### src/rtl/bubbledrive8_pkg.sv
// Shared types for the BubbleDrive8 power supervisor: supervisor state codes,
// LED blink modes and the state-to-LED mapping.
package bubbledrive8_pkg;

    typedef enum logic [2:0] {
        RESET_S0         = 3'b000,
        MODE_SELECT_S0   = 3'b001,
        EMULATOR_S1      = 3'b011,
        MPSSE_STANDBY_S0 = 3'b101,
        ERROR_S0         = 3'b110,
        ERROR_S1         = 3'b111
    } pwr_state_e;

    typedef enum logic [1:0] {
        BLINK_MODE_OFF  = 2'd0,
        BLINK_MODE_ON   = 2'd1,
        BLINK_MODE_FAST = 2'd2,
        BLINK_MODE_SLOW = 2'd3
    } blink_mode_e;

    // Debounced {PWRSTAT, MRST} combinations seen by the supervisor.
    localparam logic [1:0] PAIR_BOARD_OK  = 2'b00;
    localparam logic [1:0] PAIR_MRST_BAD  = 2'b01;
    localparam logic [1:0] PAIR_USB_ONLY  = 2'b10;
    localparam logic [1:0] PAIR_USB_NOBRD = 2'b11;

    function automatic blink_mode_e blink_mode_of(input pwr_state_e s);
        blink_mode_e m;
        case (s)
            EMULATOR_S1,
            MPSSE_STANDBY_S0: m = BLINK_MODE_ON;
            ERROR_S0:         m = BLINK_MODE_FAST;
            ERROR_S1:         m = BLINK_MODE_SLOW;
            default:          m = BLINK_MODE_OFF;
        endcase
        return m;
    endfunction

endpackage

### src/rtl/bubbledrive8_debounce.sv
// Two-flop synchronizer followed by a level debouncer; also reports when the
// debounced level has been held for a full debounce window since reset.
module bubbledrive8_debounce #(
    parameter int unsigned DEBOUNCE_CYCLES = 48000
) (
    input  logic MCLK,
    input  logic nRESET,
    input  logic async_in,
    output logic db_out,
    output logic stable
);

    localparam int unsigned CW = $clog2(DEBOUNCE_CYCLES + 1);
    localparam logic [CW-1:0] CNT_LAST = CW'(DEBOUNCE_CYCLES - 1);
    localparam logic [CW-1:0] CNT_FULL = CW'(DEBOUNCE_CYCLES);

    logic          sync_1;
    logic          sync_2;
    logic          fill_1;
    logic          fill_2;
    logic [CW-1:0] chg_cnt;
    logic [CW-1:0] stable_cnt;

    always_ff @(posedge MCLK or negedge nRESET) begin
        if (!nRESET) begin
            sync_1     <= 1'b0;
            sync_2     <= 1'b0;
            fill_1     <= 1'b0;
            fill_2     <= 1'b0;
            db_out     <= 1'b0;
            chg_cnt    <= '0;
            stable_cnt <= '0;
        end else begin
            sync_1 <= async_in;
            sync_2 <= sync_1;
            fill_1 <= 1'b1;
            fill_2 <= fill_1;

            if (sync_2 == db_out) begin
                chg_cnt <= '0;
            end else if (chg_cnt == CNT_LAST) begin
                db_out  <= sync_2;
                chg_cnt <= '0;
            end else begin
                chg_cnt <= chg_cnt + 1'b1;
            end

            // Stability only counts once the synchronizer holds real samples,
            // so reset release always costs the full sync + debounce window.
            if (!fill_2 || (sync_2 != db_out)) begin
                stable_cnt <= '0;
            end else if (stable_cnt != CNT_FULL) begin
                stable_cnt <= stable_cnt + 1'b1;
            end
        end
    end

    assign stable = (stable_cnt == CNT_FULL);

endmodule

### src/rtl/bubbledrive8_pwrsup.sv
// BubbleDrive8 power supervisor: qualifies the power-mux and board-power
// inputs, then enables the emulator / temperature / USB cores and drives the power LED.
module bubbledrive8_pwrsup
    import bubbledrive8_pkg::*;
#(
    parameter int unsigned DEBOUNCE_CYCLES = 48000,
    parameter int unsigned BLINK_FAST      = 4096,
    parameter int unsigned BLINK_SLOW      = 24000000
) (
    input  logic       MCLK,
    input  logic       nRESET,
    input  logic       PWRSTAT,
    input  logic       MRST,
    output logic       nEMUEN,
    output logic       nTEMPEN,
    output logic       nUSBEN,
    output logic       nLED_PWROK,
    output logic [2:0] STATE
);

    localparam int unsigned BLINK_MAX = (BLINK_SLOW > BLINK_FAST) ? BLINK_SLOW : BLINK_FAST;
    localparam int unsigned BW        = $clog2(BLINK_MAX + 1);
    localparam logic [BW-1:0] FAST_LAST = BW'(BLINK_FAST - 1);
    localparam logic [BW-1:0] SLOW_LAST = BW'(BLINK_SLOW - 1);

    logic          pwr_db;
    logic          mrst_db;
    logic          pwr_stable;
    logic          mrst_stable;
    logic          dbvalid;
    logic [1:0]    pair;

    pwr_state_e    state;
    pwr_state_e    state_q;
    blink_mode_e   led_mode;
    logic [BW-1:0] blink_cnt;
    logic [BW-1:0] blink_cnt_nxt;
    logic [BW-1:0] blink_last;
    logic          blink_phase;
    logic          blink_phase_nxt;

    bubbledrive8_debounce #(
        .DEBOUNCE_CYCLES(DEBOUNCE_CYCLES)
    ) u_db_pwrstat (
        .MCLK    (MCLK),
        .nRESET  (nRESET),
        .async_in(PWRSTAT),
        .db_out  (pwr_db),
        .stable  (pwr_stable)
    );

    bubbledrive8_debounce #(
        .DEBOUNCE_CYCLES(DEBOUNCE_CYCLES)
    ) u_db_mrst (
        .MCLK    (MCLK),
        .nRESET  (nRESET),
        .async_in(MRST),
        .db_out  (mrst_db),
        .stable  (mrst_stable)
    );

    assign pair = {pwr_db, mrst_db};

    always_ff @(posedge MCLK or negedge nRESET) begin
        if (!nRESET) begin
            dbvalid <= 1'b0;
        end else if (pwr_stable && mrst_stable) begin
            dbvalid <= 1'b1;
        end
    end

    // Blink phase 0 is LED off; a state change restarts at the off phase.
    always_comb begin
        led_mode        = blink_mode_of(state);
        blink_cnt_nxt   = blink_cnt;
        blink_phase_nxt = blink_phase;
        blink_last      = (led_mode == BLINK_MODE_SLOW) ? SLOW_LAST : FAST_LAST;
        if (state != state_q) begin
            blink_cnt_nxt   = '0;
            blink_phase_nxt = 1'b0;
        end else if ((led_mode == BLINK_MODE_FAST) || (led_mode == BLINK_MODE_SLOW)) begin
            if (blink_cnt == blink_last) begin
                blink_cnt_nxt   = '0;
                blink_phase_nxt = ~blink_phase;
            end else begin
                blink_cnt_nxt   = blink_cnt + 1'b1;
            end
        end else begin
            blink_cnt_nxt   = '0;
            blink_phase_nxt = 1'b0;
        end
    end

    always_ff @(posedge MCLK or negedge nRESET) begin
        if (!nRESET) begin
            state       <= RESET_S0;
            state_q     <= RESET_S0;
            blink_cnt   <= '0;
            blink_phase <= 1'b0;
            nEMUEN      <= 1'b1;
            nTEMPEN     <= 1'b1;
            nUSBEN      <= 1'b1;
            nLED_PWROK  <= 1'b1;
        end else begin
            state_q     <= state;
            blink_cnt   <= blink_cnt_nxt;
            blink_phase <= blink_phase_nxt;

            nEMUEN  <= (state != EMULATOR_S1);
            nTEMPEN <= (state != EMULATOR_S1);
            nUSBEN  <= !((state == EMULATOR_S1) || (state == MPSSE_STANDBY_S0));
            case (led_mode)
                BLINK_MODE_ON:  nLED_PWROK <= 1'b0;
                BLINK_MODE_OFF: nLED_PWROK <= 1'b1;
                default:        nLED_PWROK <= ~blink_phase_nxt;
            endcase

            case (state)
                RESET_S0: begin
                    if (dbvalid) state <= MODE_SELECT_S0;
                end
                MODE_SELECT_S0: begin
                    case (pair)
                        PAIR_BOARD_OK: state <= EMULATOR_S1;
                        PAIR_MRST_BAD: state <= ERROR_S0;
                        PAIR_USB_ONLY: state <= ERROR_S1;
                        default:       state <= MPSSE_STANDBY_S0;
                    endcase
                end
                // Losing board power while emulating drops back to requalify.
                EMULATOR_S1: begin
                    if (pair != PAIR_BOARD_OK) state <= RESET_S0;
                end
                MPSSE_STANDBY_S0: begin
                    if (pair == PAIR_BOARD_OK) state <= RESET_S0;
                end
                ERROR_S0: begin
                    if (!mrst_db) state <= RESET_S0;
                end
                ERROR_S1: begin
                    if (pair != PAIR_USB_ONLY) state <= RESET_S0;
                end
                default: state <= RESET_S0;
            endcase
        end
    end

    assign STATE = state;

endmodule

### config.mk
export PLATFORM = sky130hd
export DESIGN_NAME = bubbledrive8_pwrsup
export DESIGN_NICKNAME = d
export VERILOG_FILES = /design/src/rtl/bubbledrive8_pkg.sv /design/src/rtl/bubbledrive8_debounce.sv /design/src/rtl/bubbledrive8_pwrsup.sv
export SDC_FILE = /design/constraint.sdc
export NUM_CORES = 1
export LEC_CHECK = 0
export ABC_AREA = 1
export ABC_CLOCK_PERIOD_IN_PS = 2240
export CORE_UTILIZATION = 50
export CTS_CLUSTER_SIZE = 8
export DETAILED_ROUTE_END_ITERATION = 10
export PLACE_DENSITY = 0.73
export REMOVE_ABC_BUFFERS = 1
export SYNTH_ARGS = -nofsm -noshare
export SYNTH_HDL_FRONTEND = slang
export SYNTH_SLANG_ARGS = --single-unit
### constraint.sdc
create_clock -name MCLK -period 2.24 [get_ports MCLK]
set_input_delay 0.336 -clock MCLK [delete_from_list [all_inputs] [get_ports MCLK]]
set_output_delay 0.336 -clock MCLK [all_outputs]
set_load 0.1 [all_outputs]
## Yosys cells after proc, flatten, opt, wreduce, memory -nomap -nowiden

Index checks and enable logic that the tools add are counted.

- Mux-type cells: 24
- Add/sub/neg operators: 5
- Eq/ne operators: 29
- Reductions and logical operators: 17
- Bitwise gates (word level): 4

Operators with widths:

| cell | number |
|---|---|
| 16-bit 2-to-1 mux | 8 |
| 25-bit 2-to-1 mux | 4 |
| 16-bit by 1-bit adder with 16-bit output (second input constant) | 4 |
| 16-bit equality test (second input constant) | 4 |
| 16-bit != test (second input constant) | 2 |
| 25-bit by 1-bit adder with 25-bit output (second input constant) | 1 |
| 25-bit equality test | 1 |
| 3-bit one-hot mux with 6 select lines | 1 |
| 3-bit 2-to-1 mux | 5 |
| 3-bit equality test (second input constant) | 3 |
| 3-bit one-hot mux with 3 select lines | 1 |
| 2-bit != test (second input constant) | 4 |
| 2-bit equality test (second input constant) | 3 |
| 2-bit one-hot mux with 3 select lines | 1 |
| 2-bit nonzero test | 3 |
| 5-bit AND reduction | 1 |
| 2-bit by 1-bit equality test with 1-bit output (second input constant) | 2 |
| 2-bit logical NOT | 2 |
| 1-bit logical OR | 4 |
| 2-bit by 1-bit != test with 1-bit output (second input constant) | 2 |
| 1-bit inverter | 4 |
| 2-bit AND reduction | 2 |
| 3-bit by 1-bit equality test with 1-bit output (second input constant) | 1 |
| 3-bit by 2-bit equality test with 1-bit output (second input constant) | 1 |
| other kinds (10) | 15 |

- Word-level logic and storage cells: 99
- Bits of input ports: 4
- Output and inout bits: 7
- Register bits after elaboration: 108

## Longest topological paths before layout

- Word-level depth: 11
- Mapped depth: 11
- Mapped depth without buffers: 11

## Cells and area by module

From an unflattened synthesis, not the netlist that was laid out.

- Cell total of the unflattened synthesis: 790
- Area, all modules: 6,050.8 um2

By module, submodules not included:

| module | times used | cells each | seq. area each (um2) | area each (um2) |
|---|---|---|---|---|
| bubbledrive8_debounce | 2 | 275 | 925.9 | 2,057.0 |
| bubbledrive8_pwrsup | 1 | 240 | 904.6 | 1,936.9 |

## Worst setup path before layout

Ideal clock, no wire load.

- Path kind: register to register
- From: register state[0], in the netlist STATE[0]
- To: register blink_cnt[16]
- Required time: 2.119 ns
- Data arrival time: 1.993 ns
- Path buffers: 2
- Clock period less this slack: 2.114 ns
- Cell stages (with the launch flop): 10
- Setup time: 0.121 ns
- Slack: 0.126 ns
- Path through: dfrtp_1 buf_4 nand3_1 nor2_1 nand3_1 nand2_1 nand3_2 nand2_4 buf_8 nor3b_2

- Word-level cells in the longest chain between the ends: 9
- Elaborated cells on any way between the ends: 15
- Classes of those cells: eq/ne: 8; mux: 5; reduce/logical: 2

RTL lines:

| element | RTL line | text |
|---|---|---|
| from (decl) | bubbledrive8_pwrsup.sv:33 | `pwr_state_e state;` |
| from (signal assigned) | bubbledrive8_pwrsup.sv:96 | `state <= RESET_S0;` |
| from (signal assigned) | bubbledrive8_pwrsup.sv:120 | `if (dbvalid) state <= MODE_SELECT_S0;` |
| from (signal assigned) | bubbledrive8_pwrsup.sv:124 | `PAIR_BOARD_OK: state <= EMULATOR_S1;` |
| 3-bit by 2-bit equality test with 1-bit output or 3-bit equality test (tied branches) | bubbledrive8_pkg.sv:29 | `case (s)` |
| 2-bit OR reduction | bubbledrive8_pkg.sv:29 |  |
| 2-bit one-hot mux with 3 select lines | bubbledrive8_pkg.sv:29 |  |
| 2-bit equality test | bubbledrive8_pwrsup.sv:77, bubbledrive8_pwrsup.sv:81 |  |
| 25-bit 2-to-1 mux | bubbledrive8_pwrsup.sv:77 | `blink_last = (led_mode == BLINK_MODE_SLOW) ? SLOW_LAST : FAST_LAST;` |
| 25-bit equality test | bubbledrive8_pwrsup.sv:82 | `if (blink_cnt == blink_last) begin` |
| 25-bit 2-to-1 mux | bubbledrive8_pwrsup.sv:82 |  |
| 25-bit 2-to-1 mux | bubbledrive8_pwrsup.sv:81 | `end else if ((led_mode == BLINK_MODE_FAST) \|\| (led_mode == BLINK_MODE_SLOW)) begin` |
| 25-bit 2-to-1 mux * | bubbledrive8_pwrsup.sv:78 | `if (state != state_q) begin` |
| net blink_cnt_nxt[16] | bubbledrive8_pwrsup.sv:37 | `logic [BW-1:0] blink_cnt_nxt;` |
| to (signal assigned) | bubbledrive8_pwrsup.sv:106 | `blink_cnt <= blink_cnt_nxt;` |
| to (decl) | bubbledrive8_pwrsup.sv:36 | `logic [BW-1:0] blink_cnt;` |

Mark *: on every way through the listed nets, which the timed path passes. The rest lies on a longest branch.
A chain may end at the register's enable or synchronous reset.

## Worst setup path after layout

- From: register u_db_pwrstat.chg_cnt[0]
- To: register u_db_pwrstat.chg_cnt[15]

- Word-level cells in the longest chain between the ends: 3
- Elaborated cells on any way between the ends: 4
- Classes of those cells: add/sub: 1; eq/ne: 1; mux: 2

RTL lines:

| element | RTL line | text |
|---|---|---|
| from (decl) | bubbledrive8_debounce.sv:21 | `logic [CW-1:0] chg_cnt;` |
| from (signal assigned) | bubbledrive8_debounce.sv:45 | `chg_cnt <= chg_cnt + 1'b1;` |
| 16-bit by 1-bit adder with 16-bit output or 16-bit equality test (tied branches) | bubbledrive8_debounce.sv:45, bubbledrive8_debounce.sv:41 |  |
| 16-bit 2-to-1 mux * | bubbledrive8_debounce.sv:41 | `end else if (chg_cnt == CNT_LAST) begin` |
| 16-bit 2-to-1 mux * | bubbledrive8_debounce.sv:39 | `if (sync_2 == db_out) begin` |

Mark *: on every way between the ends. The rest lies on a longest branch, timed or not.

==> impl_metrics.prom <==
# TYPE chip_impl_metric gauge
chip_impl_info{name="timing.setup.critical_path_class",value="reg2reg"} 1
chip_impl_metric{name="r2r_cells",unit=""} 9
chip_impl_metric{name="timing_hold_violations_final",unit=""} 0
chip_impl_metric{name="crit_fanout",unit=""} 12
chip_impl_metric{name="placementRows",unit=""} 37
chip_impl_info{name="hold_path.class",value="reg2reg"} 1
chip_impl_info{name="netlist_top_cells_count",value="nand2_1 (116), nor2_1 (112), dfrtp_1 (105)"} 1
chip_impl_metric{name="power_frac_comb",unit="%"} 3.1
chip_impl_metric{name="num_antenna_cells",unit=""} 0
chip_impl_metric{name="seq_area_frac_synth",unit="%"} 49.19
chip_impl_metric{name="grt_pass1_wl",unit="um"} 18140
chip_impl_metric{name="power.internal",unit="W"} 0.002586
chip_impl_info{name="cts_tree",value="yes"} 1
chip_impl_metric{name="critPathBufInv",unit=""} 0
chip_impl_metric{name="detailed_place_hpwl",unit="um"} 7418
chip_impl_metric{name="post-route-min-period",unit="ps"} 1758
chip_impl_metric{name="skew_final",unit="ps"} 12.07
chip_impl_metric{name="power.switching_fraction",unit="%"} 22.24
chip_impl_metric{name="fin_tns_setup",unit="ps"} 0
chip_impl_metric{name="core",unit="mm^2"} 0.01051
chip_impl_metric{name="ant_nets",unit=""} 0
chip_impl_info{name="regToRegStartpoint",value="u_db_pwrstat.chg_cnt[0]"} 1
chip_impl_metric{name="global_route.overflow_total",unit=""} 0
chip_impl_info{name="most_prevalent_standard_cell_on_the_critical_path",value="nand2_1"} 1
chip_impl_metric{name="clock.fmax",unit="MHz"} 568.7
chip_impl_info{name="cp_top_family",value="simple AND/OR/NAND/NOR gates"} 1
chip_impl_metric{name="fin_ws",unit="ps"} 481.5
chip_impl_info{name="endpoint_kind",value="flop"} 1
chip_impl_metric{name="top_cell_type_s_share_of_synthesized_area",unit="%"} 47.76
chip_impl_metric{name="area_growth_synth_to_finish",unit="%"} 8.256
chip_impl_metric{name="seq_power_share",unit="%"} 59.4
chip_impl_metric{name="initialDrtViolationCount",unit=""} 275
chip_impl_metric{name="dieHeight",unit="um"} 106.9
chip_impl_metric{name="worst_path_largest_cell_delay",unit="ps"} 380
chip_impl_metric{name="yosys_warnings",unit=""} 0
chip_impl_metric{name="via_per_inst",unit=""} 5.130
chip_impl_info{name="synth_top_cell_by_area",value="dfrtp_1"} 1
chip_impl_metric{name="ratio_of_total_power_to_cell_area",unit="mW/mm^2"} 558.5
chip_impl_metric{name="dp_cells",unit=""} 812
chip_impl_metric{name="finalNonFillerCells",unit=""} 829
chip_impl_metric{name="switch_pwr",unit="W"} 0.0007398
chip_impl_metric{name="cp.arrival",unit="ps"} 2020
chip_impl_info{name="synth_most_common_cell",value="nand2_1"} 1
chip_impl_metric{name="via_count",unit=""} 4253
chip_impl_metric{name="io_pins",unit=""} 11
chip_impl_metric{name="synth_seq_cells",unit=""} 108
chip_impl_info{name="setup.worst_path.start_class",value="flop"} 1
chip_impl_metric{name="power.total",unit="W"} 0.003326
chip_impl_metric{name="postSynthCellCount",unit=""} 670
chip_impl_metric{name="drive_above_1_share",unit="%"} 8.658
chip_impl_metric{name="n_fill_cell",unit=""} 921
chip_impl_metric{name="postSynth.asyncResetShare",unit="%"} 100.0
chip_impl_info{name="outcome",value="completed"} 1
chip_impl_metric{name="routed_wirelength",unit="um"} 10050
chip_impl_metric{name="post_cts_resize_count",unit=""} 0
chip_impl_info{name="setup_repair_after_global_routing_missed_its_margin",value="no"} 1
chip_impl_metric{name="setup_slack_placement",unit="ps"} 479.6
chip_impl_metric{name="initial_core_util",unit="%"} 52.35
chip_impl_info{name="endpoint",value="u_db_pwrstat.chg_cnt[15]"} 1
chip_impl_metric{name="grt_antenna_before_repair",unit=""} 0
chip_impl_metric{name="synth_enable_flop_cells",unit=""} 0
chip_impl_metric{name="grt_max_degree",unit=""} 44
chip_impl_info{name="cts_root_buffer",value="clkbuf_8"} 1
chip_impl_metric{name="cts.clk_slew.worst_paths",unit="ps"} 100
chip_impl_info{name="sequence_of_cells_on_the_critical_path",value="ha_1, nand2_1, nor2_1, nand2_1, nor2_1, nand3_1, nand2_1, a21oi_1, o21a_1"} 1
chip_impl_info{name="reg2reg_to",value="u_db_pwrstat.chg_cnt[15]"} 1
chip_impl_metric{name="route.detailed.drc",unit=""} 0
chip_impl_metric{name="max-slew-margin-rel",unit="%"} 58.46
chip_impl_metric{name="critical_path_required_time",unit="ps"} 2500
chip_impl_metric{name="die_area",unit="mm^2"} 0.01143
chip_impl_metric{name="vdd_ir_drop_max",unit="uV"} 447.4
chip_impl_metric{name="max-clock-path-buffers",unit=""} 2
chip_impl_metric{name="place.gp.congestion",unit=""} 0.8664
chip_impl_metric{name="clock_power_share",unit="%"} 37.4
chip_impl_info{name="synth_top_flop_cell",value="dfrtp_1"} 1
chip_impl_metric{name="via_count_of_the_first_global_routing_pass",unit=""} 4158
chip_impl_metric{name="timing.final.crit_share",unit="%"} 78.50
chip_impl_metric{name="die_w",unit="um"} 106.9
chip_impl_metric{name="crit_cells",unit=""} 9
chip_impl_metric{name="syn-cell-area",unit="mm^2"} 0.005502
chip_impl_metric{name="power.leakage",unit="nW"} 2.539
chip_impl_metric{name="tightestPinTransition",unit="ps"} 617.4
chip_impl_metric{name="netlist-cell-type-count",unit=""} 44
chip_impl_metric{name="clock-sinks",unit=""} 108
chip_impl_info{name="post_synth_main_area_contributors",value="dfrtp_1 (48%), nand2_1 (7.9%), nor2_1 (7.6%)"} 1
chip_impl_metric{name="syn-mean-instance-area",unit="um^2"} 8.211
chip_impl_metric{name="detail_route.wl_per_cell",unit="um"} 12.12
chip_impl_metric{name="timing.final.setup_violations",unit=""} 0
chip_impl_info{name="cp-startpoint",value="u_db_pwrstat.chg_cnt[0]"} 1
chip_impl_metric{name="final-max-slew-violation-count",unit=""} 0
chip_impl_metric{name="ctsHtreeMaxLevel",unit=""} 3
chip_impl_metric{name="grtUsageTotal",unit="%"} 19.68
chip_impl_info{name="timing.critical_path.slowest_stage_cell",value="dfrtp_1"} 1
chip_impl_metric{name="clk_latency",unit="ps"} 370
chip_impl_metric{name="firstDrtPassIters",unit=""} 4
chip_impl_metric{name="cap_viol_max_count",unit=""} 0
chip_impl_metric{name="post_cts_buffers",unit=""} 0
chip_impl_metric{name="cts-buffers-inserted",unit=""} 9
chip_impl_metric{name="layout.nets",unit=""} 699
chip_impl_metric{name="place.port_buffers",unit=""} 10
chip_impl_metric{name="rrSetupSlack",unit="ps"} 480
==> flip-flops by register name, summed over array words and instances (netlist names) <==
register / flops
blink_cnt: 25
u_db_mrst.chg_cnt: 16
u_db_mrst.stable_cnt: 16
u_db_pwrstat.chg_cnt: 16
u_db_pwrstat.stable_cnt: 16
STATE: 3
state_q: 3
blink_phase: 1
dbvalid: 1
nLED_PWROK: 1
nTEMPEN: 1
nUSBEN: 1
u_db_mrst.db_out: 1
u_db_mrst.fill_1: 1
u_db_mrst.sync_1: 1
u_db_mrst.sync_2: 1
u_db_pwrstat.db_out: 1
u_db_pwrstat.fill_2: 1
u_db_pwrstat.sync_1: 1
u_db_pwrstat.sync_2: 1
==> worst min-delay path by stage <==
stage                         from                  end  slack (ps)  depth (start not counted)
2_1_floorplan               nRESET             STATE[0]          40                          0
3_3_place_gp   u_db_pwrstat.sync_1  u_db_pwrstat.sync_2         340                          0
3_5_place_dp      u_db_mrst.sync_1     u_db_mrst.sync_2         340                          0
4_1_cts        u_db_pwrstat.sync_1  u_db_pwrstat.sync_2         370                          0
5_1_grt                       MRST     u_db_mrst.sync_1         370                          1
6_report          u_db_mrst.sync_1     u_db_mrst.sync_2         370                          0
==> logic make-up (layout without fill, tap and decap cells) <==
family	Yosys count	in the layout	synth area share (%)
and+or+nand+nor	353	353	30.34
DFF	108	108	49.19
buffers and inverters	102	125	7.550
AOI/OAI and AO/OA	79	79	8.028
xor gates and xnor gates	19	19	3.025
adders and majority gates	7	7	1.592
other	1	1	0.06816
muxes	1	1	0.2047
==> layout by cell type, fill, tap and decap left out, types with 3 or more instances in the layout <==
cell type,n
nand2_1,116
dfstp_2,3
nand3_1,38
inv_2,3
nor3_2,6
a31oi_1,4
a21oi_1,33
nor2_4,3
nor3b_2,5
nor2_1,112
clkbuf_8,11
xor2_1,18
nor3b_1,9
o21bai_1,4
o21ai_0,26
nand4_1,13
buf_4,10
a211oi_1,3
nor2_2,4
ha_1,7
nor3_1,32
o21a_1,6
inv_1,91
dfrtp_1,105
==> metrics by stage <==
step	util, %	hold slack (ps)	area, um^2
after floorplan	-	40.41	5443
after global placement	54.51	339.0	5728
after detailed placement	54.51	341.9	5728
after CTS	56.67	371.0	5956
after global routing	56.67	373.7	5956
final	56.67	366.8	5956
==> worst register-to-register path, delay by kind of cell (launching register included) <==
kind,cells,cell delay (ps)
adder cells (fa/ha/maj),1,180
AND/OR/NAND/NOR,6,910
AO/OA/AOI/OAI,2,180
flip-flops,1,380
==> power by group through the flow <==
| stage | registers [W] | clock network [W] | logic, W |
|---|---|---|---|
| 4_1_cts | 0.00198 | 0.00129 | 0.000109 |
| 3_5_place_dp | 0.00202 | 0 | 0.000108 |
| 3_3_place_gp | 0.00201 | 0 | 0.000104 |
| 6_report | 0.00198 | 0.00124 | 0.000105 |
| 5_1_grt | 0.00198 | 0.00137 | 0.000126 |
| 2_1_floorplan | 0.00201 | 0 | 0.0000431 |
==> layout make-up <==
cell class | count | area, um^2 | area share (%)
Sequential cell | 108 | 2706 | 45.44
Multi-Input combinational cell | 460 | 2380 | 39.96
Clock inverter | 5 | 66.31 | 1.113
Tap cell | 136 | 170.2 | 2.857
Clock buffer | 11 | 151.4 | 2.542
Timing Repair Buffer | 14 | 125.1 | 2.101
Inverter | 95 | 356.6 | 5.987
==> per-layer routing <==
metal	wire [um]	track usage [%]
met1	4722	25.07
met3	334	3.830
met4	108	5.969
met2	4882	33.87
met5	0	0
==> timing repair <==
action | CTS | global route
hold buffers | 1 | 0
endpoints found under the setup margin | 0 | 0
endpoints found under the hold margin | 41 | 0
Power figures use the tool's default switching activity.
